### src/rtl/vga_pkg.sv
// Shared types, default 640x480 timing and frame-size helpers for the VGA sync generator.
package vga_pkg;

    typedef enum logic [0:0] {
        SYNC = 1'b0,
        DISP = 1'b1
    } vga_state_t;

    localparam int DEF_HD = 640;
    localparam int DEF_HF = 16;
    localparam int DEF_HB = 48;
    localparam int DEF_HR = 96;
    localparam int DEF_VD = 480;
    localparam int DEF_VF = 10;
    localparam int DEF_VB = 33;
    localparam int DEF_VR = 2;

    function automatic int calc_ht(input int hd, input int hf, input int hb, input int hr);
        return hd + hf + hb + hr;
    endfunction

    function automatic int calc_vt(input int vd, input int vf, input int vb, input int vr);
        return vd + vf + vb + vr;
    endfunction

endpackage

### src/rtl/vga_timing_gen.sv
// Free-running x/y scan counters with display-window and raw sync-window decode.
module vga_timing_gen
    import vga_pkg::*;
#(
    parameter int HD = DEF_HD,
    parameter int HF = DEF_HF,
    parameter int HB = DEF_HB,
    parameter int HR = DEF_HR,
    parameter int VD = DEF_VD,
    parameter int VF = DEF_VF,
    parameter int VB = DEF_VB,
    parameter int VR = DEF_VR,
    parameter int CW = 11
) (
    input  logic          clk,
    input  logic          reset,
    output logic [CW-1:0] x,
    output logic [CW-1:0] y,
    output logic          scan_end,
    output logic          video_on,
    output logic          h_active,
    output logic          v_active
);

    localparam int HT = calc_ht(HD, HF, HB, HR);
    localparam int VT = calc_vt(VD, VF, VB, VR);

    localparam logic [CW-1:0] X_LAST     = CW'(HT - 1);
    localparam logic [CW-1:0] Y_LAST     = CW'(VT - 1);
    localparam logic [CW-1:0] X_DISP     = CW'(HD);
    localparam logic [CW-1:0] Y_DISP     = CW'(VD);
    localparam logic [CW-1:0] HS_START   = CW'(HD + HF);
    localparam logic [CW-1:0] HS_END     = CW'(HD + HF + HR - 1);
    localparam logic [CW-1:0] VS_START   = CW'(VD + VF);
    localparam logic [CW-1:0] VS_END     = CW'(VD + VF + VR - 1);

    logic [CW-1:0] x_reg;
    logic [CW-1:0] y_reg;
    logic          x_last;
    logic          y_last;

    assign x_last = (x_reg == X_LAST);
    assign y_last = (y_reg == Y_LAST);

    always_ff @(posedge clk) begin
        if (reset) begin
            x_reg <= '0;
            y_reg <= '0;
        end else if (x_last) begin
            x_reg <= '0;
            y_reg <= y_last ? '0 : y_reg + CW'(1);
        end else begin
            x_reg <= x_reg + CW'(1);
        end
    end

    assign x        = x_reg;
    assign y        = y_reg;
    assign scan_end = x_last && y_last;
    assign video_on = (x_reg < X_DISP) && (y_reg < Y_DISP);
    assign h_active = (x_reg >= HS_START) && (x_reg <= HS_END);
    assign v_active = (y_reg >= VS_START) && (y_reg <= VS_END);

endmodule

### src/rtl/vga_sync_gen.sv
// Parametrised VGA synchroniser: locks a valid/ready pixel stream to the scan on its
// start-of-frame bit, fills starved pixels, and drops back to SYNC on a misplaced start.
module vga_sync_gen
    import vga_pkg::*;
#(
    parameter int            CD       = 12,
    parameter int            HD       = DEF_HD,
    parameter int            HF       = DEF_HF,
    parameter int            HB       = DEF_HB,
    parameter int            HR       = DEF_HR,
    parameter int            VD       = DEF_VD,
    parameter int            VF       = DEF_VF,
    parameter int            VB       = DEF_VB,
    parameter int            VR       = DEF_VR,
    parameter bit            HS_POL   = 1'b0,
    parameter bit            VS_POL   = 1'b0,
    parameter logic [CD-1:0] UF_COLOR = '0,
    parameter int            CW       = 11
) (
    input  logic          clk,
    input  logic          reset,
    input  logic [CD:0]   vga_si_data,
    input  logic          vga_si_valid,
    output logic          vga_si_ready,
    output logic          hsync,
    output logic          vsync,
    output logic [CD-1:0] rgb,
    output logic [CW-1:0] x,
    output logic [CW-1:0] y,
    output logic          frame_start,
    output logic          underflow,
    output logic          resync_err,
    output logic [15:0]   uf_count
);

    localparam logic [CW-1:0] X_LAST_DISP = CW'(HD - 1);
    localparam logic [CW-1:0] Y_LAST_DISP = CW'(VD - 1);

    logic [CW-1:0] x_cnt;
    logic [CW-1:0] y_cnt;
    logic          scan_end;
    logic          video_on;
    logic          h_active;
    logic          v_active;

    vga_timing_gen #(
        .HD(HD), .HF(HF), .HB(HB), .HR(HR),
        .VD(VD), .VF(VF), .VB(VB), .VR(VR),
        .CW(CW)
    ) u_timing (
        .clk      (clk),
        .reset    (reset),
        .x        (x_cnt),
        .y        (y_cnt),
        .scan_end (scan_end),
        .video_on (video_on),
        .h_active (h_active),
        .v_active (v_active)
    );

    vga_state_t    state_reg, state_next;
    logic [CD-1:0] rgb_reg, rgb_next;
    logic          frame_start_reg, frame_start_next;
    logic          underflow_reg, underflow_next;
    logic          resync_err_reg, resync_err_next;
    logic [15:0]   uf_count_reg, uf_count_next;
    logic          hsync_reg;
    logic          vsync_reg;
    logic          ready;

    logic          sof;
    logic [CD-1:0] pix_colour;
    logic          at_origin;
    logic          last_pixel;

    assign sof        = vga_si_data[0];
    assign pix_colour = vga_si_data[CD:1];
    assign at_origin  = (x_cnt == '0) && (y_cnt == '0);
    assign last_pixel = (x_cnt == X_LAST_DISP) && (y_cnt == Y_LAST_DISP);

    always_comb begin
        state_next       = state_reg;
        ready            = 1'b0;
        rgb_next         = '0;
        frame_start_next = 1'b0;
        underflow_next   = 1'b0;
        resync_err_next  = 1'b0;
        uf_count_next    = uf_count_reg;
        case (state_reg)
            SYNC: begin
                // Non-start words are drained; a start word waits for the frame boundary.
                ready = vga_si_valid && !sof;
                if (scan_end && vga_si_valid && sof) begin
                    state_next = DISP;
                end
            end
            DISP: begin
                if (video_on) begin
                    frame_start_next = at_origin;
                    if (vga_si_valid && sof && !at_origin) begin
                        // Leave the start word unconsumed so it opens the next frame.
                        resync_err_next = 1'b1;
                        state_next      = SYNC;
                    end else if (vga_si_valid) begin
                        ready    = 1'b1;
                        rgb_next = pix_colour;
                    end else begin
                        rgb_next       = UF_COLOR;
                        underflow_next = 1'b1;
                        if (uf_count_reg != 16'hFFFF) begin
                            uf_count_next = uf_count_reg + 16'd1;
                        end
                    end
                end
                if (last_pixel) begin
                    state_next = SYNC;
                end
            end
            default: state_next = SYNC;
        endcase
    end

    always_ff @(posedge clk) begin
        if (reset) begin
            state_reg       <= SYNC;
            rgb_reg         <= '0;
            frame_start_reg <= 1'b0;
            underflow_reg   <= 1'b0;
            resync_err_reg  <= 1'b0;
            uf_count_reg    <= '0;
            hsync_reg       <= ~HS_POL;
            vsync_reg       <= ~VS_POL;
        end else begin
            state_reg       <= state_next;
            rgb_reg         <= rgb_next;
            frame_start_reg <= frame_start_next;
            underflow_reg   <= underflow_next;
            resync_err_reg  <= resync_err_next;
            uf_count_reg    <= uf_count_next;
            hsync_reg       <= h_active ? HS_POL : ~HS_POL;
            vsync_reg       <= v_active ? VS_POL : ~VS_POL;
        end
    end

    assign vga_si_ready = ready;
    assign hsync        = hsync_reg;
    assign vsync        = vsync_reg;
    assign rgb          = rgb_reg;
    assign x            = x_cnt;
    assign y            = y_cnt;
    assign frame_start  = frame_start_reg;
    assign underflow    = underflow_reg;
    assign resync_err   = resync_err_reg;
    assign uf_count     = uf_count_reg;

endmodule

### config.mk
export PLATFORM = sky130hd
export DESIGN_NAME = vga_sync_gen
export DESIGN_NICKNAME = d
export VERILOG_FILES = /design/src/rtl/vga_pkg.sv /design/src/rtl/vga_timing_gen.sv /design/src/rtl/vga_sync_gen.sv
export SDC_FILE = /design/constraint.sdc
export NUM_CORES = 1
export LEC_CHECK = 0
export BUFFER_PORTS_ARGS = -buffer_cell sky130_fd_sc_hd__buf_2
export CAP_MARGIN = 30
export CELL_PAD_IN_SITES_DETAIL_PLACEMENT = 0
export CELL_PAD_IN_SITES_GLOBAL_PLACEMENT = 1
export CORE_MARGIN = 4
export CORE_UTILIZATION = 38
export DETAILED_ROUTE_END_ITERATION = 8
export GPL_ROUTABILITY_DRIVEN = 0
export HOLD_SLACK_MARGIN = 0.02
export PLACE_DENSITY = 0.82
export SYNTH_ARGS = -nofsm -noshare
export SYNTH_HDL_FRONTEND = slang
export SYNTH_SLANG_ARGS = --single-unit
### constraint.sdc
create_clock -name clk -period 2.09 [get_ports clk]
set_clock_uncertainty 0.15 [all_clocks]
set_input_delay 0.418 -clock clk [delete_from_list [all_inputs] [get_ports clk]]
set_output_delay 0.418 -clock clk [all_outputs]
set_load 0.005 [all_outputs]
# After elaboration in Yosys (flattened, before gate mapping)
# Cells that the tools add are included.
# op_classes
n_addsub	3
order_cmp	6
n_eq_ne	5
mux	14
bitwise	4
reduce_logical	20
# op_table
operator	n
$eq 11x10->1 const B	3
$add 11x1->11 const B	2
$logic_not 11->1	2
$add 16x1->16 const B	1
$ne 16x16->1 const B	1
$eq 11x9->1 const B	1
$ge 11x10->1 const B	1
$ge 11x9->1 const B	1
$le 11x10->1 const B	1
$le 11x9->1 const B	1
$logic_and 1x1->1	11
$lt 11x10->1 const B	1
$lt 11x9->1 const B	1
$mux 1	11
$mux 11	1
$reduce_and 5->1	1
$reduce_or 5->1	1
$not 1->1	4
$pmux 1 s2	2
$reduce_or 4->1	1
$reduce_or 3->1	1
$logic_not 1->1	2
$reduce_or 2->1	1
# totals
ff_bits	56
input_bits	16
output_inout_bits	56
elab_cells	62

# Depth between registers and ports, before layout
# logic_depth
word_depth	8
mapped_depth	8
mapped_depth_nobuf	7

# Cells and area by module
# A second synthesis with hierarchy kept.
# hier_totals
cells_unflattened	297
hier_area_um2	2648.8
# modules_own_cells
mod	instances	cells_per_inst	area_per_inst_um2	seq_area_each_um2
vga_sync_gen	1	163	1512.7	680.7
vga_timing_gen	1	134	1136.1	440.4

# Worst setup path after synthesis
# Ideal clock, no wire load.
# synth_path
path_kind	register to output
from	register u_timing.y_reg[5] (netlist: u_timing.y[5])
to	output port vga_si_ready
t_arrival_ns	1.443
path_slack_ns	0.079
stages_incl_launch_ff	7
n_path_buf	1
cell_sequence	dfxtp_1 > buf_2 > nor4_1 > and3_1 > and4_1 > nand2_1 > a221oi_1
# synth_between
elab_chain_len	7
word_cells_on_any_way	9
cone_classes	order compare (1); mux (3); reduce/logical (5)
# synth_rtl
item	line	text
from (decl)	vga_timing_gen.sv:38	logic [CW-1:0] y_reg;
from (signal assigned)	vga_timing_gen.sv:51	y_reg <= y_last ? '0 : y_reg + CW'(1);
parallel branches: the longest is 5 deep, another holds $lt 11x9->1	--	
$mux 1 *	vga_sync_gen.sv:98	if (video_on) begin
$pmux 1 s2 *	vga_sync_gen.sv:89	case (state_reg)
to (decl)	vga_sync_gen.sv:24	output logic vga_si_ready,
# Mark *: on every way between the ends.

# Final worst setup path
# layout_path
from	register u_timing.x_reg[5] (netlist: u_timing.x[5])
to	output port vga_si_ready
# layout_between
elab_chain_len	7
word_cells_on_any_way	9
cone_classes	order compare (1); mux (3); reduce/logical (5)
# layout_rtl
item	line	text
from (decl)	vga_timing_gen.sv:37	logic [CW-1:0] x_reg;
from (signal assigned)	vga_timing_gen.sv:53	x_reg <= x_reg + CW'(1);
parallel branches: the longest is 5 deep, another holds $lt 11x10->1	--	
$mux 1 *	vga_sync_gen.sv:98	
$pmux 1 s2 *	vga_sync_gen.sv:89	
# Marked as above.

==> results.md <==
- clock network fraction of design power: 37.5%
- most common cell after layout, fill and taps aside: buf_2
- highest achievable clock rate: 409.0 MHz
- Final Max Slew Viols: 0
- number of distinct standard cells referenced by the synthesized netlist: 44
- cell accounting for the most synthesized area: dfxtp_1
- DRT Wirelength: 6.350 mm
- detailed-route vias per instance: 5.053
- number of placement rows: 29
- number of nets at the end of the flow: 415
- total overflow reported by the global router: 0
- Die ar.: 0.008081 mm2
- wire length of the first global-routing pass: 10.66 mm
- Buffers on Ports: 71
- Worst-Skew Late Latency: 0.31 ns
- number of instances in the synthesized netlist: 283
- maximum fanout count along the critical path: 2
- Bufs on Longest Clock Path: 2
- post-layout min period: 2.445 ns
- CP arrival: 1.88 ns
- number of hold-slack violations in the final timing report: 0
- combinational share of power: 5.2%
- cell internal pwr: 1.476 mW
- share of the core filled with cells in the final layout: 53.48%
- post-layout worst setup margin: -0.3549 ns
- global router's overall resource usage: 15.74%
- die boundary height: 89.90 um
- count of warnings emitted by yosys: 0
- main combinational cell family by area after synthesis: simple AND/OR/NAND/NOR gates
- clock tree from TritonCTS: done
- area of the placeable core: 0.006422 mm2
- Peak VDD IR: 0.2448 mV
- prevailing post-synth register cell: dfxtp_1
- average cell area after synthesis: 9.006 um2
- Register-to-Register Path Depth: 7
- net count after synthesis: 305
- First-pass DRT Iterations: 4
- proportion of netlist area held by the largest area contributor: 43.99%
- reported max-cap violation count: 0
- area share of fa/ha/maj cells after synthesis: 2.946%
- Register Area: 0.001122 mm2
- Min-Delay Endpoint: rgb[6]
- # H-tree levels: 2
- area overhead of the layout relative to synthesis: 34.76%
- Net Sw Frac: 21.25%
- worst path required time: 1.52 ns
- setup TNS after final layout: -0.3549 ns
- switching power: 0.3982 mW
- number of ports placed on the die boundary: 72
- actual transition at the worst max-transition pin: 0.3630 ns
- remaining antenna violation count after routing: 0
- share of layout cells above drive strength 1: 35.28%
- top library cells by usage in the layout, fill and taps aside: buf_2, dfxtp_1, buf_4
- worst min-delay path startpoint: vga_si_data[7]
- total vias in the final route: 2380
- leakage component of the power: 1.556 nW
- sequential share of power: 57.3%
- antenna diode count: 0
- Wirelength per Cell: 13.48 um
- initial core utilization: 39.68%
- nature of the critical path endpoint: output pin
- Clk Tree Root Cell: clkbuf_8
- kind of start point of the critical path: register
- run status: finished, violations left
- kind of path behind the tightest hold check: in -> reg
- fraction of synthesis flops using an asynchronous set or reset pin: 0%
- area of the mapped netlist: 0.002549 mm2
- Overall Power: 1.874 mW
- clock transition time at the flip-flop clock pins of the worst setup and hold paths: 0.10 ns
- TritonCTS Buffers: 5
- top post-synthesis cells by area: dfxtp_1, xnor2_1, nor2_1, xor2_1, and2_1
- worst relative slew slack: 75.80%
- xor/xnor share of the synthesized area: 9.966%
- multi-input logic area: 0.001389 mm2
- initial antenna violation count: 0
- sequential share of the synthesized area: 43.99%
- count of state elements after synthesis: 56
- violations in the final reports: negative setup slack
- Hold Worst Slack: 0.1513 ns
- setup slack of the most critical reg-to-reg path: 0.06 ns
- fraction of the mapped netlist area in simple logic gates: 34.27%
- placed wire-length estimate after detailed placement: 4.901 mm
- maximum number of pins on one net before global-route repair: 36
- number of filler instances in the final layout: 597
- reg-to-reg critical path startpoint: u_timing.y[6]
- clock sinks: 56
- drt initial violations: 47
- number of global-route vias before repair: 2248
- Final setup viols: 1
- endpoint of the worst-slack reg-to-reg timing path: uf_count[14]
- Setup CP Type: reg -> out
- complex-gate fraction of the synthesized area: 5.106%
- instance count along the most critical hold path: 2
- DRC: 0
- ratio of total power to cell area: 545.6 mW/mm2
- proportion of synthesized area in mux cells: 0.3927%
- Post-CTS Hold Fix Bufs: 0
- count of flip-flops with a built-in enable after synthesis: 0
- max FFs per register: 16
- die outline width: 89.90 um
- share of the cycle needed by the critical path after routing: 117.0%
- unrepaired setup endpoints after global routing: true
## synthesized netlist by cell type (all sizes together), types with 5 or more instances
| library cell | n |
|---|---|
| nor2 | 35 |
| nand2 | 18 |
| xor2 | 12 |
| dfxtp | 56 |
| nor3 | 16 |
| nand3 | 15 |
| inv | 6 |
| clkbuf | 6 |
| and4 | 8 |
| nor4 | 12 |
| xnor2 | 17 |
| ha | 6 |
| buf | 7 |
| o21ai | 5 |
| and3 | 9 |
| and2 | 13 |
| nand4 | 13 |
## logic make-up (layout without fill, tap and decap cells)
logic type / count (synthesis) / in the layout
AND/OR/NAND/NOR: 154 / 154
flip-flops: 56 / 56
XOR/XNOR: 29 / 29
buffers and inverters: 19 / 130
AO/OA/AOI/OAI: 18 / 18
adder cells (fa/ha/maj): 6 / 6
multiplexers: 1 / 1
## power by group through the flow
stage	Clock [mW]	Combinational, mW	Sequential, mW
CTS	0.727	0.0986	1.07
floorplan	0	0.0387	1.10
global placement	0	0.0902	1.10
global route	0.765	0.110	1.08
detailed placement	0	0.0907	1.10
finish	0.702	0.0977	1.07
## critical path, cell delays in order (launching register included)
cell and delay (ns):
dfxtp_1 0.34, nor4_4 0.31, and3_1 0.21, and4_4 0.22, nand2_1 0.07, a221oi_2 0.26, buf_2 0.16
## through the flow
step	area (um2)	setup slack, ns	cells
final	3435	-0.3549	471
after global routing	3435	-0.4407	471
after CTS	3411	-0.3352	470
after detailed placement	3268	-0.1762	462
after global placement	3268	-0.1202	462
after floorplan	2549	0.07853	283
## layer usage
metal,wire length (um),GRT usage [%],up-vias,share of wire (%)
li1,-,-,1220,-
met1,2884,19.96,1071,45
met2,3005,26.00,80,47
met3,361,4.424,9,5.7
met4,98,4.847,0,1.5
met5,0,0,-,0
## final cells by class
class	count	area share (%)
Clock buffer	5	2.004
Clock inverter	3	1.239
Inverter	6	0.6557
Multi-Input combinational cell	208	40.44
Sequential cell	56	32.68
Tap cell	77	2.805
Timing Repair Buffer	116	20.18
## worst max-delay path by stage
stage                  startpoint           end  slack (ns)  cells past startpoint
floorplan           u_timing.y[5]  vga_si_ready        0.08                      6
global placement    u_timing.x[0]  vga_si_ready       -0.12                      8
detailed placement  u_timing.x[0]  vga_si_ready       -0.18                      8
CTS                 u_timing.x[0]  vga_si_ready       -0.34                      8
global route        u_timing.x[1]  vga_si_ready       -0.44                      8
finish              u_timing.x[5]  vga_si_ready       -0.35                      6
## what timing repair did
action	in CTS	in global routing
gates resized for setup	6	3
buffers inserted	0	1
pin swaps	0	1
endpoints found under the setup margin	1	27
cloned	0	0
Power figures use the tool's default switching activity.
